`config.mk`:
```
export PLATFORM = sky130hd
export DESIGN_NAME = adc_parallel_readout
export DESIGN_NICKNAME = d
export VERILOG_FILES = /design/src/rtl/adc_parallel_readout.sv
export SDC_FILE = /design/constraint.sdc
export NUM_CORES = 1
export LEC_CHECK = 0
export CAP_MARGIN = 30
export CORE_ASPECT_RATIO = 0.9
export CORE_MARGIN = 10
export CORE_UTILIZATION = 53
export CTS_BUF_LIST = sky130_fd_sc_hd__clkbuf_8
export DETAILED_ROUTE_END_ITERATION = 7
export PLACE_DENSITY = 0.92
export SYNTH_ARGS = -nofsm -noshare
export SYNTH_HDL_FRONTEND = slang
export SYNTH_SLANG_ARGS = --single-unit
```
`constraint.sdc`:
```
create_clock -name clk_i -period 6.3 [get_ports clk_i]
set_input_delay 0.63 -clock clk_i [delete_from_list [all_inputs] [get_ports clk_i]]
set_output_delay 0.63 -clock clk_i [all_outputs]
set_load 0.05 [all_outputs]
```
`src/rtl/adc_parallel_readout.sv`:
```
`default_nettype none
// ============================================================================
// Module      : adc_parallel_readout
// Description : Reads NUM_CH conversion results from an ADC over its 16-bit
//               parallel bus after each BUSY falling edge, driving the CS/RD
//               strobes. Samples are presented one at a time on a valid/ready
//               stream, tagged with their channel index. A new conversion
//               starting mid-frame aborts the readout and raises a sticky
//               overrun flag.
// Revision    : 1.0 - initial release
// ----------------------------------------------------------------------------
// Ports
//   clk_i          system clock
//   reset_i        asynchronous, active-high reset
//   en_i           enable; low blocks new frames and aborts an active one
//   busy_i         ADC BUSY (asynchronous to clk_i)
//   adc_db_i       ADC parallel data bus
//   adc_cs_n_o     ADC chip select, active low
//   adc_rd_n_o     ADC read strobe, active low
//   sample_o       captured sample
//   chan_o         channel index of sample_o
//   valid_o        sample_o/chan_o valid
//   ready_i        consumer ready
//   frame_done_o   one-cycle pulse after a complete frame
//   overrun_o      sticky overrun flag
//   overrun_clr_i  clears overrun_o (a simultaneous set wins)
// ============================================================================
module adc_parallel_readout #(
    parameter int NUM_CH         = 8,
    parameter int RD_LOW_CYCLES  = 3,
    parameter int RD_HIGH_CYCLES = 2
) (
    input  logic        clk_i,
    input  logic        reset_i,
    input  logic        en_i,
    input  logic        busy_i,
    input  logic [15:0] adc_db_i,
    output logic        adc_cs_n_o,
    output logic        adc_rd_n_o,
    output logic [15:0] sample_o,
    output logic [2:0]  chan_o,
    output logic        valid_o,
    input  logic        ready_i,
    output logic        frame_done_o,
    output logic        overrun_o,
    input  logic        overrun_clr_i
);

    // Phase counter only needs to reach the longer of the two strobe phases.
    localparam int c_CNT_MAX = (RD_LOW_CYCLES > RD_HIGH_CYCLES) ? RD_LOW_CYCLES : RD_HIGH_CYCLES;
    localparam int c_CNT_W   = (c_CNT_MAX > 1) ? $clog2(c_CNT_MAX) : 1;

    localparam logic [c_CNT_W-1:0] c_LOW_LAST  = c_CNT_W'(RD_LOW_CYCLES - 1);
    localparam logic [c_CNT_W-1:0] c_HIGH_LAST = c_CNT_W'(RD_HIGH_CYCLES - 1);
    localparam logic [c_CNT_W-1:0] c_CNT_ONE   = c_CNT_W'(1);
    localparam logic [2:0]         c_LAST_CH   = 3'(NUM_CH - 1);

    typedef enum logic [1:0] {
        S_IDLE    = 2'd0,
        S_RD_LOW  = 2'd1,
        S_STALL   = 2'd2,
        S_RD_HIGH = 2'd3
    } state_t;

    state_t               r_state;
    state_t               w_state_nxt;
    logic [c_CNT_W-1:0]   r_cnt;
    logic [c_CNT_W-1:0]   w_cnt_nxt;
    logic [2:0]           r_ch;
    logic [2:0]           w_ch_nxt;
    logic                 w_capture;
    logic                 w_frame_done_nxt;
    logic                 w_overrun_set;

    logic                 r_busy_meta;
    logic                 r_busy_s;
    logic                 r_busy_d;
    logic                 w_fall;
    logic                 w_rise;
    logic                 w_slot_free;

    logic                 r_cs_n;
    logic                 r_rd_n;
    logic [15:0]          r_sample;
    logic [2:0]           r_chan;
    logic                 r_valid;
    logic                 r_frame_done;
    logic                 r_overrun;

    // ------------------------------------------------------------------------
    // BUSY synchronizer plus one history flop for edge detection
    // ------------------------------------------------------------------------
    always_ff @(posedge clk_i or posedge reset_i) begin
        if (reset_i) begin
            r_busy_meta <= 1'b0;
            r_busy_s    <= 1'b0;
            r_busy_d    <= 1'b0;
        end else begin
            r_busy_meta <= busy_i;
            r_busy_s    <= r_busy_meta;
            r_busy_d    <= r_busy_s;
        end
    end

    assign w_fall = r_busy_d & ~r_busy_s;
    assign w_rise = ~r_busy_d & r_busy_s;

    // The output slot can take a new sample if it is empty or being drained
    // on this very edge.
    assign w_slot_free = ~r_valid | ready_i;

    // ------------------------------------------------------------------------
    // FSM state register
    // ------------------------------------------------------------------------
    always_ff @(posedge clk_i or posedge reset_i) begin
        if (reset_i) begin
            r_state <= S_IDLE;
            r_cnt   <= '0;
            r_ch    <= 3'd0;
        end else begin
            r_state <= w_state_nxt;
            r_cnt   <= w_cnt_nxt;
            r_ch    <= w_ch_nxt;
        end
    end

    // ------------------------------------------------------------------------
    // FSM next state. A new conversion (overrun) outranks an enable drop, and
    // both outrank normal sequencing.
    // ------------------------------------------------------------------------
    always_comb begin
        w_state_nxt      = r_state;
        w_cnt_nxt        = r_cnt;
        w_ch_nxt         = r_ch;
        w_capture        = 1'b0;
        w_frame_done_nxt = 1'b0;
        w_overrun_set    = 1'b0;

        if ((r_state != S_IDLE) && w_rise) begin
            w_state_nxt   = S_IDLE;
            w_overrun_set = 1'b1;
        end else if ((r_state != S_IDLE) && !en_i) begin
            w_state_nxt = S_IDLE;
        end else begin
            case (r_state)
                S_IDLE: begin
                    if (w_fall && en_i) begin
                        w_state_nxt = S_RD_LOW;
                        w_cnt_nxt   = '0;
                        w_ch_nxt    = 3'd0;
                    end
                end
                S_RD_LOW: begin
                    if (r_cnt == c_LOW_LAST) begin
                        if (w_slot_free) begin
                            w_capture   = 1'b1;
                            w_state_nxt = S_RD_HIGH;
                            w_cnt_nxt   = '0;
                        end else begin
                            w_state_nxt = S_STALL;
                        end
                    end else begin
                        w_cnt_nxt = r_cnt + c_CNT_ONE;
                    end
                end
                S_STALL: begin
                    // rd_n stays low so the ADC keeps driving the result.
                    if (w_slot_free) begin
                        w_capture   = 1'b1;
                        w_state_nxt = S_RD_HIGH;
                        w_cnt_nxt   = '0;
                    end
                end
                S_RD_HIGH: begin
                    if (r_cnt == c_HIGH_LAST) begin
                        w_cnt_nxt = '0;
                        if (r_ch == c_LAST_CH) begin
                            w_state_nxt      = S_IDLE;
                            w_frame_done_nxt = 1'b1;
                        end else begin
                            w_ch_nxt    = r_ch + 3'd1;
                            w_state_nxt = S_RD_LOW;
                        end
                    end else begin
                        w_cnt_nxt = r_cnt + c_CNT_ONE;
                    end
                end
                default: begin
                    w_state_nxt = S_IDLE;
                end
            endcase
        end
    end

    // ------------------------------------------------------------------------
    // Registered outputs. Strobes are decoded from the next state so they are
    // glitch-free flop outputs aligned with the state they belong to.
    // ------------------------------------------------------------------------
    always_ff @(posedge clk_i or posedge reset_i) begin
        if (reset_i) begin
            r_cs_n       <= 1'b1;
            r_rd_n       <= 1'b1;
            r_sample     <= 16'd0;
            r_chan       <= 3'd0;
            r_valid      <= 1'b0;
            r_frame_done <= 1'b0;
            r_overrun    <= 1'b0;
        end else begin
            r_cs_n       <= (w_state_nxt == S_IDLE);
            r_rd_n       <= !((w_state_nxt == S_RD_LOW) || (w_state_nxt == S_STALL));
            r_frame_done <= w_frame_done_nxt;

            if (w_overrun_set) begin
                r_overrun <= 1'b1;
            end else if (overrun_clr_i) begin
                r_overrun <= 1'b0;
            end

            if (w_capture) begin
                r_sample <= adc_db_i;
                r_chan   <= r_ch;
                r_valid  <= 1'b1;
            end else if (ready_i) begin
                r_valid <= 1'b0;
            end
        end
    end

    assign adc_cs_n_o   = r_cs_n;
    assign adc_rd_n_o   = r_rd_n;
    assign sample_o     = r_sample;
    assign chan_o       = r_chan;
    assign valid_o      = r_valid;
    assign frame_done_o = r_frame_done;
    assign overrun_o    = r_overrun;

endmodule
`default_nettype wire

```
**After elaboration in Yosys (flattened, before gate mapping)**

Cells that the tools add are included.
W data, S select, Z words.

- Bits in registers: 34
- Bits of input ports: 22
- Output and inout port bits: 24

- $add $sub $neg: 2
- Equality and inequality tests: 11
- Mux-type cells: 33
- Bitwise operators: 8
- Reduce and logical (&&, ||, !) cells: 14

Operators by type and width:

| cell | number |
|---|---|
| $mux W2 | 10 |
| $mux W1 | 16 |
| $pmux W2 S4 | 2 |
| $mux W3 | 3 |
| $eq A2 B2 Y1 const B | 4 |
| $reduce_bool A2 Y1 | 4 |
| $eq A2 B1 Y1 const B | 3 |
| $ne A2 B2 Y1 const B | 3 |
| $pmux W3 S2 | 1 |
| $reduce_and A6 Y1 | 1 |
| $not A1 Y1 | 5 |
| $logic_not A2 Y1 | 2 |
| $add A3 B1 Y3 const B | 1 |
| $eq A3 B3 Y1 const B | 1 |
| $logic_and A1 B1 Y1 | 3 |
| $reduce_and A3 Y1 | 1 |
| $add A2 B1 Y2 const B | 1 |
| $and A1 B1 Y1 | 2 |
| $logic_not A1 Y1 | 2 |
| $pmux W1 S2 | 1 |
| $logic_or A1 B1 Y1 | 1 |
| $or A1 B1 Y1 | 1 |

**Longest topological paths before layout**

Gate-level depths: netlist of run 1.

- Depth after elaboration: 10
- Mapped depth: 8
- Mapped depth without buffers: 8

**Worst setup path after synthesis of run 1**

No wires, ideal clock.

- Path kind: reg2reg
- Start: register r_state[0]
- End: register r_rd_n, in the netlist adc_rd_n_o
- Library setup time: 0.058 ns
- Arrival time: 1.931 ns
- Path slack: 4.311 ns
- Stages on the path, launching flop included: 9
- Clock period less this slack: 1.989 ns
- Cell sequence: dfrtp_1 -> inv_1 -> ha_1 -> buf_2 -> maj3_2 -> nand2b_1 -> a211o_1 -> ha_1 -> inv_1

- Longest elaborated chain between the ends: 7
- Elaborated cells on any way between the ends: 18
- Classes of those cells: eq/ne: 5; mux: 7; reduce/logical: 6

RTL lines:

| item | line | text |
|---|---|---|
| start: declaration | 65 | `state_t r_state;` |
| start signal: assignment | 121 | `r_state <= w_state_nxt;` |
| $eq A2 B2 Y1, or another cell as far along | 145 | `case (r_state)` |
| $pmux W2 S4 / $logic_and A1 B1 Y1 (equally long branches) | 145, 142 |  |
| $mux W2 | 142 | `end else if ((r_state != S_IDLE) && !en_i) begin` |
| $mux W2 (*) | 139 | `if ((r_state != S_IDLE) && w_rise) begin` |
| $eq A2 B1 Y1 / $eq A2 B2 Y1 (equally long branches) | 210 | `r_rd_n <= !((w_state_nxt == S_RD_LOW) \|\| (w_state_nxt == S_STALL));` |
| $logic_or A1 B1 Y1 (*) | 210 |  |
| $logic_not A1 Y1 (*) | 210 |  |
| end signal: assignment | 210 |  |
| end: declaration | 83 | `logic r_rd_n;` |

Mark *: on every way between the ends. The rest lies on a longest branch, timed or not.
A chain may end at the register's enable or synchronous reset.

**Worst setup path after layout of run 1**

- Start: register r_state[0]
- End: register r_sample[14], in the netlist sample_o[14]

- Longest elaborated chain between the ends: 4
- Elaborated cells on any way between the ends: 8
- Classes of those cells: eq/ne: 2; mux: 3; reduce/logical: 3

RTL lines:

| item | line | text |
|---|---|---|
| $eq A2 B2 Y1, or another cell as far along | 145 |  |
| $pmux W1 S2 / $logic_and A1 B1 Y1 (equally long branches) | 145, 142 |  |
| $mux W1 | 142 |  |
| $mux W1 (*) | 139 |  |
| end signal: assignment | 220 | `r_sample <= adc_db_i;` |
| end: declaration | 84 | `logic [15:0] r_sample;` |

Marked as above.

==> results of run 1 <==
-- per-layer routing --
metal | global-route usage [%] | vias to the layer above
met5 | 0 | -
met4 | 4.97 | 0
met3 | 7.27 | 10
met2 | 22.8 | 53
met1 | 14.0 | 544
li1 | - | 528
-- kinds of logic (layout without fill, tap and decap cells) --
logic type | after synthesis | count (layout) | share of synthesized area, %
mux | 22 | 22 | 19.0
flops | 34 | 34 | 51.3
fa+ha+maj | 8 | 8 | 5.94
buf+inv | 16 | 66 | 4.66
simple gates | 22 | 22 | 9.40
compound gates | 20 | 20 | 9.70
-- worst max path at each step --
| stage | end | startpoint | slack, ns |
|---|---|---|---|
| floorplan | adc_rd_n_o | r_state[0] | 4.31 |
| global placement | sample_o[14] | en_i | 3.76 |
| detailed placement | sample_o[15] | en_i | 3.65 |
| CTS | sample_o[15] | r_state[0] | 3.84 |
| global route | sample_o[14] | r_state[0] | 3.67 |
| finish | sample_o[14] | r_state[0] | 3.83 |
-- metrics by stage --
stage               utilization [%]  hold slack (ns)
global placement               70.4            0.334
finish                         73.1            0.361
floorplan                         -            0.331
global route                   73.1            0.365
detailed placement             70.4            0.349
CTS                            73.1            0.363
-- worst reg2reg max path: stages (launching register included) --
cell	delay [ns]
dfrtp_1	0.44
inv_1	0.15
ha_1	0.38
a21oi_1	0.16
nand3b_2	0.71
mux2_4	0.52
-- final cells by class --
type / count / area share (%)
inverters: 12 / 2.02
flip-flops and latches: 34 / 38.3
repair buffers: 46 / 20.6
clock buffers: 5 / 3.09
clock inverters: 3 / 0.675
multi-input cells: 72 / 32.9
well taps: 42 / 2.36
-- flip-flops by register name (all words and copies together), names as in the netlist --
| register | count |
|---|---|
| chan_o | 3 |
| adc_cs_n_o | 1 |
| r_state | 2 |
| r_ch | 3 |
| r_busy_s | 1 |
| r_busy_d | 1 |
| frame_done_o | 1 |
| r_cnt | 2 |
| adc_rd_n_o | 1 |
| overrun_o | 1 |
| sample_o | 16 |
| valid_o | 1 |
| r_busy_meta | 1 |
-- cell usage in the layout (no fill, tap or decap), types with 2 or more instances in the layout --
| cell | n |
|---|---|
| dfstp_2 | 2 |
| mux2i_1 | 2 |
| a21oi_1 | 3 |
| o21ai_0 | 3 |
| nor3_1 | 2 |
| mux2_4 | 19 |
| clkdlybuf4s50_1 | 45 |
| a32o_1 | 2 |
| inv_1 | 14 |
| nor2b_1 | 2 |
| dfrtp_1 | 32 |
| nand2b_1 | 5 |
| ha_1 | 7 |
| nand2_1 | 4 |
| clkbuf_8 | 5 |
| o22ai_1 | 2 |
| a211o_1 | 2 |
-- where the power goes --
part | leakage [nW] | switching, mW | internal (mW)
Clock | 0.0467 | 0.0732 | 0.0747
Sequential | 0.457 | 0.0365 | 0.269
Combinational | 0.574 | 0.231 | 0.159
Total | 1.08 | 0.341 | 0.503
-- synth_stat cells, drive strengths merged --
cell / instances / area share, %
nor2: 1 / 0.23
a21oi: 4 / 1.9
nor3b: 1 / 0.45
o21a: 1 / 0.45
dfstp: 2 / 3.2
a32oi: 1 / 0.53
a32o: 2 / 1.2
ha: 7 / 5.3
a221o: 1 / 0.60
maj3: 1 / 0.68
nand3: 1 / 0.30
o22ai: 2 / 0.75
nand3b: 3 / 2.3
inv: 12 / 2.7
a211oi: 2 / 1.2
nor2b: 2 / 0.75
nor3: 3 / 1.2
nand2b: 5 / 1.9
mux2i: 2 / 1.2
o22a: 1 / 0.53
o21ai: 3 / 0.90
nand2: 4 / 0.90
mux2: 20 / 18
dfrtp: 32 / 48
a211o: 2 / 1.1
or3: 1 / 0.38
nor4bb: 1 / 0.98
a311o: 1 / 0.60
buf: 4 / 2.0
==> impl_metrics.yaml, run 1 <==
drt:
  dr.first_iter.drc_count: 88
  met3_length_um: 348
  drc: 0
  drt-wirelength-per-cell_um: 17.8
  avgViaCountPerCell: 5.30
  firstDrtPassIters: 4
  ant_nets: 0
  wl_met2_mm: 1.89
  topRoutingLayerUsed: "met4"
  num_vias: 1135
  routedLengthMet1_mm: 1.49
  finalWirelength_mm: 3.80
cts:
  post_cts_buffers: 0
  cts_root_buf: "clkbuf_8"
  cts_made_buffers: 5
  tritoncts: "yes"
  clk_pin_slew_worst_paths_ns: 0.06
  cts_htree_levels: 2
  cts_hold_buf: 0
  clockBufferDepth: 2
  clock_latency_ns: 0.29
  clock_sinks: 34
  cts.repair.resized: 0
global_route:
  grt_max_degree: 35
  grt_pass1_vias: 1306
  grt_pass1_wl_mm: 6.16
  grt_use_total_pct: 13.5
  antenna_found_initial: 0
  overflow: 0
sta:
  max_freq_ghz: 0.404
  fin_crit_ns: 2.47
  setup_viol: 0
  drv_slew: 0
  hold_violations: 0
  tns_ns: 0
  fin_ws_ns: 3.83
  fin_crit_sh_pct: 39.3
  tightest_slew_ns: 0.742
  maxSlewHeadroom_pct: 50.3
  clock_skew_ns: 0.00460
  rsz0062_at_grt: "no"
critical_path:
  r2r_cells: 5
  r2r_setup_slack_ns: 3.83
  path_buf_inv: 1
  cp-end-kind: "register"
  worstReg2RegEnd: "sample_o[14]"
  r2r_start: "r_state[0]"
  path_delay_family: "simple AND/OR/NAND/NOR gates"
  cp.depth: 5
  path_cells: "inv_1 -> ha_1 -> a21oi_1 -> nand3b_2 -> mux2_4"
  critPathKind: "register to register"
  worst_ep_arrival_time_ns: 2.64
  required_ns: 6.47
  path_max_fanout: 20
  slowest_delay_ns: 0.71
  cp-start-kind: "register"
  critPathSlowestCell: "nand3b_2"
synthesis:
  syn-instance-count: 122
  yosysWarnings: 0
  syn_nets: 151
  syn-cell-area_sq_um: 1660
  avgSynthCellArea_sq_um: 13.6
  yosys.cell_types.count: 36
  synth-seq-area-share_pct: 51.3
  ys_ff_latch: 34
floorplan:
  initial_core_util_pct: 54.7
  fp.dieW_um: 79.1
  num_io_pins: 46
  fp-row-count: 19
  dieArea_sq_um: 5780
  coreArea_sq_um: 3040
  die_h_um: 73.2
worst_hold_path:
  whs_path_depth: 0
  hold_class: "register to register"
  hp-start: "r_busy_meta"
  hold_end: "r_busy_s"
cells_and_area:
  fin_nets: 200
  area_delta_synth_final_pct: 33.8
  fillers: 232
  n_antenna_cell: 0
  multi_input_area_sq_um: 733
  drive_gt1_share_pct: 20.3
  final_area_sq_um: 2230
  stdcell_count: 214
  register_area_sq_um: 853
run_status:
  outcome: "finished, final reports clean"
place:
  finalWeightedCongestion: 0.824
  pre_cts_slack_ns: 3.65
  dpl.cell_count: 206
  port_buffers: 45
  dpl_cell_area_sq_um: 2140
  hpwl_mm: 2.92
job:
  drv_cap: 0
power_and_ir_drop:
  totalPowerFinal_mw: 0.844
  leakage_nw: 1.08
  p_per_area_nw_per_um2: 379
  max-vdd-ir-drop_mv: 0.258
Note: power is estimated with default switching activity, not from simulation.
==> run 2: changes to the inputs <==
--- a/config.mk
+++ b/config.mk
@@ -8,10 +8,10 @@
 export CAP_MARGIN = 30
 export CORE_ASPECT_RATIO = 0.9
 export CORE_MARGIN = 10
-export CORE_UTILIZATION = 53
+export CORE_UTILIZATION = 44
 export CTS_BUF_LIST = sky130_fd_sc_hd__clkbuf_8
 export DETAILED_ROUTE_END_ITERATION = 7
-export PLACE_DENSITY = 0.92
+export PLACE_DENSITY = 0.82
 export SYNTH_ARGS = -nofsm -noshare
 export SYNTH_HDL_FRONTEND = slang
 export SYNTH_SLANG_ARGS = --single-unit
==> constraint.sdc (replaced) <==
create_clock -name clk_i -period 2.05 [get_ports clk_i]
set_input_delay 0.205 -clock clk_i [delete_from_list [all_inputs] [get_ports clk_i]]
set_output_delay 0.205 -clock clk_i [all_outputs]
set_load 0.05 [all_outputs]
==> impl_metrics.yaml, run 2 (same netlist as run 1, synthesis figures left out) <==
cells_and_area:
  fillers: 287
  n_antenna_cell: 0
  most-common-layout-cells: "clkdlybuf4s50_1 (45), dfrtp_1 (30), mux2_4 (19)"
  largest_reg_flops: 16
  area_delta_synth_final_pct: 40.2
  multi_input_area_sq_um: 761
  mostFrequentLayoutCell: "clkdlybuf4s50_1"
  drive_gt1_share_pct: 27.4
  final_area_sq_um: 2330
  fin_nets: 207
  register_area_sq_um: 856
floorplan:
  die_h_um: 78.3
  dieArea_sq_um: 6650
  coreArea_sq_um: 3680
  initial_core_util_pct: 45.2
  fp-row-count: 21
  num_io_pins: 46
  fp.dieW_um: 84.8
cts:
  cts_htree_levels: 2
  clockBufferDepth: 2
  cts_made_buffers: 5
  cts_hold_buf: 0
  tritoncts: "yes"
  clk_pin_slew_worst_paths_ns: 0.06
  clock_latency_ns: 0.29
  clock_sinks: 34
  cts_root_buf: "clkbuf_8"
worst_hold_path:
  hold_class: "input pin to async pin"
global_route:
  grt_max_degree: 26
  grt_use_met1_pct: 14.2
  antenna_found_initial: 0
  grt_use_total_pct: 11.8
  grt_pass1_vias: 1293
  grt_pass1_wl_mm: 6.42
  met3_usage_pct: 4.75
  grtUsageMet2_pct: 19.1
  overflow: 0
  grt_busiest_layer: "met2"
drt:
  finalWirelength_mm: 3.89
  num_vias: 1139
  avgViaCountPerCell: 5.06
  firstDrtPassIters: 4
  drt-wirelength-per-cell_um: 17.3
  drc: 0
  ant_nets: 0
  dr.first_iter.drc_count: 91
critical_path:
  cp.depth: 8
  r2r_start: "r_ch[0]"
  cp-end-kind: "register"
  cp-endpoint: "adc_rd_n_o"
  r2r_cells: 8
  path_max_fanout: 3
  critPathLaunch: "r_ch[0]"
  slowest_delay_ns: 0.41
  cp-start-kind: "register"
  path_cells: "ha_2 -> ha_2 -> nor4bb_4 -> a311o_1 -> a211oi_2 -> a211o_1 -> ha_1 -> inv_1"
  required_ns: 2.28
  worst_ep_arrival_time_ns: 2.18
  worstReg2RegEnd: "adc_rd_n_o"
  path_delay_family: "adder cells"
  crit_top_cell: "ha_2"
  critPathSlowestCell: "dfrtp_1"
  path_buf_inv: 1
  r2r_setup_slack_ns: 0.1
  critPathKind: "register to register"
sta:
  tightest_slew_ns: 0.535
  clock_skew_ns: 0.00577
  fin_crit_ns: 1.95
  tns_ns: 0
  maxSlewHeadroom_pct: 64.2
  rsz0062_at_grt: "no"
  setup_viol: 0
  drv_slew: 0
  hold_violations: 0
  fin_crit_sh_pct: 95.2
  max_freq_ghz: 0.512
power_and_ir_drop:
  leakage_nw: 1.14
  p_per_area_nw_per_um2: 1160
  max-vdd-ir-drop_mv: 0.830
run_status:
  outcome: "finished, final reports clean"
place:
  finalWeightedCongestion: 0.816
  port_buffers: 45
  hpwl_mm: 2.95
  dpl_cell_area_sq_um: 2200
job:
  drv_cap: 0
## run 2: cell types whose count changed in the layout (fill, tap and decap cells not counted), sizes merged
cell      previous run  this run
clkinv               0         1
clkbuf               5         6
inv                 14        13
clkinvlp             1         0
buf                  1         8
## run 2: power breakdown
part	internal, mW	total, mW	switching (mW)
Sequential	0.829	0.941	0.112
Clock	0.266	0.502	0.236
Combinational	0.531	1.25	0.721
Total	1.63	2.70	1.07
## run 2: layer usage
layer	vias to the layer above	wire length, um
met5	-	0
met1	560	1690
li1	540	-
met3	4	268
met4	0	31
met2	35	1900
## run 2: worst min path at each step
stage                        endpoint  cells after the start  slack [ns]
after floorplan           r_busy_meta                      0        0.24
after global placement       r_busy_s                      0        0.34
after detailed placement     r_busy_s                      0        0.36
after CTS                 r_busy_meta                      2        0.20
after global routing      r_busy_meta                      2        0.22
final                     r_busy_meta                      2        0.19
## run 2: repair_timing
item                       CTS  global route
resized for setup            0             8
setup buffers                0             1
setup endpoints to repair    0            18
## run 2: area by class of cell
cell class,count,share of cell area (%)
Multi-Input combinational cell,72,32.6
Clock buffer,6,3.54
Clock inverter,2,0.375
Inverter,12,1.93
Sequential cell,34,36.7
Tap cell,46,2.47
Timing Repair Buffer,53,22.4
## run 2: metrics by stage
step	hold WS (ns)	worst slack, ns	total power, mW	util, %	std cells
final	0.195	0.0981	2.70	63.4	225
after global routing	0.216	0.0179	2.82	63.4	225
after CTS	0.202	0.00845	2.70	62.4	224
after detailed placement	0.359	0.00480	2.18	59.9	216
after global placement	0.339	0.113	2.15	59.9	216
after floorplan	0.236	0.0608	1.76	-	122
## run 2: worst register-to-register path, delay by kind of cell, from the launching register on
kind | cells | cell delay [ns]
buf+inv | 1 | 0.06
simple gates | 1 | 0.30
flops | 1 | 0.41
fa+ha+maj | 3 | 0.66
compound gates | 3 | 0.48
